$ cat config.mk
export PLATFORM = sky130hd
export DESIGN_NAME = debug_ctrl_param
export DESIGN_NICKNAME = d
export VERILOG_FILES = /design/src/rtl/debug_ctrl_param.sv
export SDC_FILE = /design/constraint.sdc
export NUM_CORES = 2
export LEC_CHECK = 0
export ABC_CLOCK_PERIOD_IN_PS = 12700
export BUFFER_PORTS_ARGS = -buffer_cell sky130_fd_sc_hd__clkbuf_2
export CORE_AREA = 2 2 540 542
export DETAILED_ROUTE_END_ITERATION = 7
export DIE_AREA = 0 0 542 544
export GPL_TIMING_DRIVEN = 0
export SYNTH_ARGS = -nofsm -noshare
export SYNTH_HDL_FRONTEND = slang
export SYNTH_SLANG_ARGS = --single-unit
$ cat constraint.sdc
create_clock -name clk -period 12.7 [get_ports clk]
set_input_delay 2.54 -clock clk [delete_from_list [all_inputs] [get_ports clk]]
set_output_delay 2.54 -clock clk [all_outputs]
set_load 0.005 [all_outputs]
$ cat src/rtl/debug_ctrl_param.sv
// debug_ctrl_param: UART-driven debug controller for the MIPS pipeline.
//
// Decodes single-byte commands from the UART receiver and gates the datapath
// through a clock enable (continuous run, single step, or datapath reset).
// After every step/run/dump request it captures the datapath state bus into a
// shadow register and streams it out byte-by-byte, LSB byte first, through
// the UART transmitter.
//
// Commands: 'R' 0x52 reset datapath, 'S' 0x53 single step, 'C' 0x43 run,
//           'D' 0x44 dump only, 'P' 0x50 pause (only meaningful in RUN).
//
// Optional feature macro: DEBUG_CYCLE_CNT_EN
//   defined   - a CNT_W-bit total enabled-cycle counter is captured with the
//               snapshot and appended to the dump (CNT_W/8 extra bytes).
//   undefined - no counter; the dump is exactly DATA_W/8 bytes.
//
// Parameters:
//   DATA_W    width of the snapshot bus (multiple of 8)
//   RUN_LIMIT watchdog: max enabled cycles in one continuous run (>= 1)
//   CNT_W     width of the total-cycle counter (multiple of 8)
//
// Ports:
//   clk           system clock
//   reset         synchronous active-high reset
//   rx_done_tick  pulse: rx_bus holds a received byte
//   rx_bus        received byte
//   tx_done_tick  pulse: transmitter finished the current byte
//   dp_halt       datapath retired a HALT instruction
//   dp_bus        datapath state snapshot
//   dp_clk_en     datapath clock enable
//   dp_reset      datapath synchronous reset
//   tx_write      pulse: start transmitting tx_bus
//   tx_bus        byte to transmit (registered)

module debug_ctrl_param #(
    parameter int unsigned DATA_W    = 1376,
    parameter int unsigned RUN_LIMIT = 65535,
    parameter int unsigned CNT_W     = 32
) (
    input  logic              clk,
    input  logic              reset,
    input  logic              rx_done_tick,
    input  logic [7:0]        rx_bus,
    input  logic              tx_done_tick,
    input  logic              dp_halt,
    input  logic [DATA_W-1:0] dp_bus,
    output logic              dp_clk_en,
    output logic              dp_reset,
    output logic              tx_write,
    output logic [7:0]        tx_bus
);

    if ((DATA_W % 8) != 0 || (CNT_W % 8) != 0 || RUN_LIMIT == 0) begin : g_param_check
        $error("debug_ctrl_param: DATA_W/CNT_W must be multiples of 8 and RUN_LIMIT >= 1");
    end

`ifdef DEBUG_CYCLE_CNT_EN
    localparam int unsigned DUMP_W = DATA_W + CNT_W;
`else
    localparam int unsigned DUMP_W = DATA_W;
`endif
    localparam int unsigned DUMP_BYTES = DUMP_W / 8;
    localparam int unsigned IDX_W      = (DUMP_BYTES > 1) ? $clog2(DUMP_BYTES) : 1;
    localparam int unsigned RUN_W      = $clog2(RUN_LIMIT + 1);

    localparam logic [IDX_W-1:0] LastIdx  = IDX_W'(DUMP_BYTES - 1);
    localparam logic [RUN_W-1:0] RunLimit = RUN_W'(RUN_LIMIT);

    localparam logic [7:0] CmdReset = 8'h52;
    localparam logic [7:0] CmdStep  = 8'h53;
    localparam logic [7:0] CmdCont  = 8'h43;
    localparam logic [7:0] CmdDump  = 8'h44;
    localparam logic [7:0] CmdPause = 8'h50;

    typedef enum logic [2:0] {
        StIdle,
        StStep,
        StRun,
        StCapture,
        StSend,
        StWait
    } state_e;

    state_e              state_q, state_d;
    logic [RUN_W-1:0]    run_cnt_q, run_cnt_d;
    logic [RUN_W-1:0]    run_cnt_inc;
    logic [IDX_W-1:0]    idx_q, idx_d;
    logic [DUMP_W-1:0]   shadow_q, shadow_d;
    logic [DUMP_W-1:0]   shadow_shift;
    logic [DUMP_W-1:0]   capture_vec;
    logic [7:0]          tx_bus_q, tx_bus_d;
    logic                dp_reset_q, dp_reset_d;

`ifdef DEBUG_CYCLE_CNT_EN
    logic [CNT_W-1:0]    cyc_cnt_q;
    logic                cyc_clr;

    assign cyc_clr     = (state_q == StIdle) && rx_done_tick && (rx_bus == CmdReset);
    // Counter sits above the snapshot so it goes out after the snapshot bytes.
    assign capture_vec = {cyc_cnt_q, dp_bus};

    // Counts every enabled datapath cycle; wraps naturally.
    always_ff @(posedge clk) begin
        if (reset || cyc_clr) begin
            cyc_cnt_q <= '0;
        end else if (dp_clk_en) begin
            cyc_cnt_q <= cyc_cnt_q + 1'b1;
        end
    end
`else
    assign capture_vec = dp_bus;
`endif

    // The run counter includes the current cycle, so the watchdog exits after
    // exactly RUN_LIMIT enabled cycles.
    assign run_cnt_inc  = run_cnt_q + 1'b1;
    // Shift-out register: the next byte to send always sits in the low byte.
    assign shadow_shift = shadow_q >> 8;

    always_comb begin
        state_d    = state_q;
        run_cnt_d  = run_cnt_q;
        idx_d      = idx_q;
        shadow_d   = shadow_q;
        tx_bus_d   = tx_bus_q;
        dp_reset_d = 1'b0;
        dp_clk_en  = 1'b0;
        tx_write   = 1'b0;

        unique case (state_q)
            StIdle: begin
                if (rx_done_tick) begin
                    case (rx_bus)
                        CmdReset: dp_reset_d = 1'b1;
                        CmdStep:  state_d = StStep;
                        CmdCont: begin
                            state_d   = StRun;
                            run_cnt_d = '0;
                        end
                        CmdDump:  state_d = StCapture;
                        default:  ;
                    endcase
                end
            end
            StStep: begin
                dp_clk_en = 1'b1;
                state_d   = StCapture;
            end
            StRun: begin
                dp_clk_en = 1'b1;
                run_cnt_d = run_cnt_inc;
                if (dp_halt || (rx_done_tick && (rx_bus == CmdPause)) ||
                    (run_cnt_inc == RunLimit)) begin
                    state_d = StCapture;
                end
            end
            StCapture: begin
                shadow_d = capture_vec;
                tx_bus_d = capture_vec[7:0];
                idx_d    = '0;
                state_d  = StSend;
            end
            StSend: begin
                tx_write = 1'b1;
                state_d  = StWait;
            end
            StWait: begin
                if (tx_done_tick) begin
                    if (idx_q == LastIdx) begin
                        state_d = StIdle;
                    end else begin
                        idx_d    = idx_q + 1'b1;
                        shadow_d = shadow_shift;
                        tx_bus_d = shadow_shift[7:0];
                        state_d  = StSend;
                    end
                end
            end
            default: state_d = StIdle;
        endcase
    end

    always_ff @(posedge clk) begin
        if (reset) begin
            state_q    <= StIdle;
            run_cnt_q  <= '0;
            idx_q      <= '0;
            tx_bus_q   <= '0;
            dp_reset_q <= 1'b1;
        end else begin
            state_q    <= state_d;
            run_cnt_q  <= run_cnt_d;
            idx_q      <= idx_d;
            tx_bus_q   <= tx_bus_d;
            dp_reset_q <= dp_reset_d;
        end
    end

    // Snapshot data needs no reset: it is always loaded in CAPTURE before use.
    always_ff @(posedge clk) begin
        shadow_q <= shadow_d;
    end

    assign dp_reset = dp_reset_q;
    assign tx_bus   = tx_bus_q;

endmodule

==> impl_results.md <==
* Status: complete, no violations
* Min Hold Slack at 0.482 ns
* Initial antenna violation count at between 100 and 150
* Hold path depth at 2
* Crit-path slowest cell: buf_16
* Drt drc at 0
* Layout cells sized above 1 at 0.249
* TritonCTS clock tree: built
* Hold endpoint: shadow_q[867]
* Commonest non-fill, non-tap cells in the layout: 4106 x nand2_1, 1401 x clkbuf_2, 1368 x edfxtp_1
* Total design power at 10.4 mW
* Dpl cells at 11200
* Final setup viols at 0
* H-tree Lvls at 4
* Clk_lat worst skew at a little over 0.8 ns
* Worst EP arrival at 6.22 ns
* HP Class: reg -> reg
* RSZ-0062 raised after global routing: false
* Post-CTS setup buffer count at 0
* Vias in the first global route at 45600
* Yosys reg bits at around 1400
* Busiest grt layer: met2
* DR vias/cell at 4.11
* Num CTS Buffers at 163
* Slew Viols, Final at 0
* Crit Reg-Reg Endpoint: shadow_q[543]
* Routed via count at about 48000
* Most frequent CP cell: buf_16
* IO Count at 1400
* Height of the die at between 500 and 600 µm
* Non-filler cells, final at 11600
* Worst reg2reg path depth at 9
* Routability congestion estimate at a little over 0.9
* Register area at 41800 µm²
* WL per Instance at around 22 µm
* Total track usage at 0.165
* Mean area per synthesized cell at 10.0 µm²
* Post-synthesis net count at 7414
* Post-Syn Area at 60300 µm²
* M3 GR Usage at 0.0404
* PD cells at about 130 nW/µm²
* Hold buffers post-CTS at 0
* First-pass GRT wire length at between 300000 and 400000 µm
* Met1 Usage GRT at 0.194
* Layout fillers at roughly 31000
* Main synth FF type: edfxtp_1
* Global route total overflow at 0
* Register clock-pin slew on the reported worst setup and hold paths at 0.06 ns
* Total core area at 289000 µm²
* HPWL after DPL at approximately 200000 µm
* Antenna-violating nets left at 0
* Max rail drop VDD at about 120 µV
* Slowest stage delay, CP at 0.63 ns
* Initial drt markers at approximately 4300
* Max Buffers Root-to-Sink at 4
* Crit Reg-Reg Startpoint: idx_q[0]
* Final critical-path required period at 5.78 ns
* Final WL at 255000 µm
* Crit-path leading delay family: buffers and inverters
* Commonest non-fill, non-tap cell in the layout: nand2_1
* Asr flop ratio synth at 0
* Area taken by multi-input logic gates at 16700 µm²
* Largest net degree at the start of global routing at 184
* TNS Setup at 0 ns
* Worst EP required at about 13 ns
* Die area at 295000 µm²
* R2R Setup Slk at 8.04 ns
* 1st-pass router iterations at 6
* HP Start: shadow_q[875]
* P_leak at 34.0 nW
* Share of the yosys chip area belonging to registers at 0.694
* Max Clk Rate at 173 MHz
* Final #Nets at 8986
* Worst slew pin tran at 1.29 ns
* I/O Buffers at 1399
* Post-synth EDFFs at 1368
* Synthesis Warnings at 0
* Fin crit share at 0.455
* Met2 usage at 0.284
* Crit Path Class: in -> reg
* Hold Fails Final Rpt at 0
* Area delta synth->final at 28.9%
* CP Capture Type: flop
* Critical path buffer and inverter count at 6
* Post-CTS sizing at 0
* FP Rows at 198
* Worst Clk Skew at 0.0454 ns
* Crit Path Max Fanout at 164
* CTS Root Cell: clkbuf_16
* Number of distinct library cells after synthesis at 58
* CTS Sinks at 1404
* Initial core utilization at 0.208
* Slew headroom at 0.139
* Worst-path cell chain: clkbuf_2 > nand3b_4 > a21oi_4 > o21a_2 > buf_16 > buf_16 > buf_16 > buf_16 > buf_16
* Critical path startpoint category: input pin
* Post-Syn Instances at roughly 6000
* Die span in x at ~540 µm
* Maxcap violations at 0
flip-flops by register name (all words and copies together) (netlist names):
name / flops
run_cnt_q: 16
idx_q: 8
tx_bus: 8
dp_reset: 1
state_q: 3
shadow_q: 1368
how the worst max path moves through the flow:
stage / startpoint / endpoint / slack (ns) / cells after the start
after floorplan: tx_done_tick / tx_bus[0] / 2.51 / 5
after global placement: tx_done_tick / shadow_q[562] / -0.98 / 5
after detailed placement: tx_done_tick / shadow_q[523] / 5.92 / 9
after CTS: tx_done_tick / shadow_q[491] / 6.81 / 9
after global routing: tx_done_tick / shadow_q[543] / 6.60 / 9
final: tx_done_tick / shadow_q[543] / 6.92 / 9
area by class of cell:
| cell class | count | share of cell area |
|---|---|---|
| inverters | 4 | 0.000193 |
| well taps | 3800 | 0.0612 |
| multi-input cells | 4291 | 0.215 |
| repair buffers | 1407 | 0.0930 |
| clock inverters | 85 | 0.0134 |
| flip-flops and latches | 1404 | 0.538 |
| diodes | 45 | 0.00145 |
| clock buffers | 197 | 0.0550 |
| plain buffers | 323 | 0.0222 |
layer usage:
metal,share of wire,vias to the layer above
met1,0.39,22300
met3,0.078,472
met5,0.0015,-
li1,-,22700
met4,0.047,58
met2,0.48,2022
report_power, final:
group | internal, mW | leakage (nW) | switching (mW)
registers | 5.08 | 12.6 | 0.000584
logic | 0.239 | 18.8 | 0.284
clock network | 2.80 | 2.58 | 2.00
cell usage after synthesis, types with 2 or more instances:
| cell | n | share of area |
|---|---|---|
| edfxtp_1 | 1368 | 0.68 |
| dfxtp_1 | 36 | 0.012 |
| a21oi_2 | 2 | 0.00029 |
| nand3b_1 | 4 | 0.00050 |
| a31oi_1 | 5 | 0.00052 |
| nor3_2 | 2 | 0.00033 |
| buf_6 | 6 | 0.0011 |
| a311oi_1 | 5 | 0.00073 |
| nand4_1 | 6 | 0.00062 |
| a211oi_1 | 3 | 0.00037 |
| inv_1 | 4 | 0.00025 |
| o21ai_0 | 13 | 0.0011 |
| and2_1 | 10 | 0.0010 |
| nor3_1 | 6 | 0.00050 |
| nand4b_1 | 5 | 0.00073 |
| clkbuf_1 | 54 | 0.0034 |
| ha_1 | 3 | 0.00062 |
| xor2_1 | 5 | 0.00073 |
| a21oi_1 | 17 | 0.0014 |
| buf_4 | 50 | 0.0062 |
| buf_2 | 211 | 0.018 |
| nor2_1 | 34 | 0.0021 |
| nor3b_1 | 2 | 0.00025 |
| nand2b_1 | 2 | 0.00021 |
| a311oi_2 | 8 | 0.0020 |
| nor4b_4 | 2 | 0.00079 |
| and3_1 | 3 | 0.00031 |
| or3_1 | 2 | 0.00021 |
| o211ai_1 | 4 | 0.00050 |
| o21ai_1 | 2 | 0.00017 |
| nand2_1 | 4106 | 0.26 |
| and4_1 | 5 | 0.00073 |
| nand3_1 | 7 | 0.00058 |
| xnor2_1 | 3 | 0.00044 |
| and3_2 | 3 | 0.00037 |
| a2111oi_0 | 2 | 0.00029 |
kinds of logic (layout without fill, tap and decap cells):
kind of cell / after synthesis / in the layout / synth area share
compound gates: 74 / 74 / 0.00939
xor+xnor: 8 / 8 / 0.00116
fa+ha+maj: 4 / 4 / 0.000789
buf+inv: 327 / 2016 / 0.0286
flops: 1404 / 1404 / 0.694
mux: 1 / 1 / 0.000166
other cells: 0 / 45 / 0
simple gates: 4204 / 4204 / 0.266
stage by stage:
| stage | area (µm²) | setup slack [ns] | util |
|---|---|---|---|
| after floorplan | 60300 | 2.51 | - |
| after global placement | 72000 | -0.976 | 0.249 |
| after detailed placement | 72200 | 5.92 | 0.250 |
| after CTS | 77600 | 6.81 | 0.268 |
| after global routing | 77600 | 6.60 | 0.268 |
| final | 77700 | 6.92 | 0.268 |
tightest hold or removal path, delay by kind of cell, from the launching register on:
| family | cells | cell delay [ns] |
|---|---|---|
| flops | 1 | 0.32 |
| simple gates | 2 | 0.10 |
(Power assumes the default switching activity.)
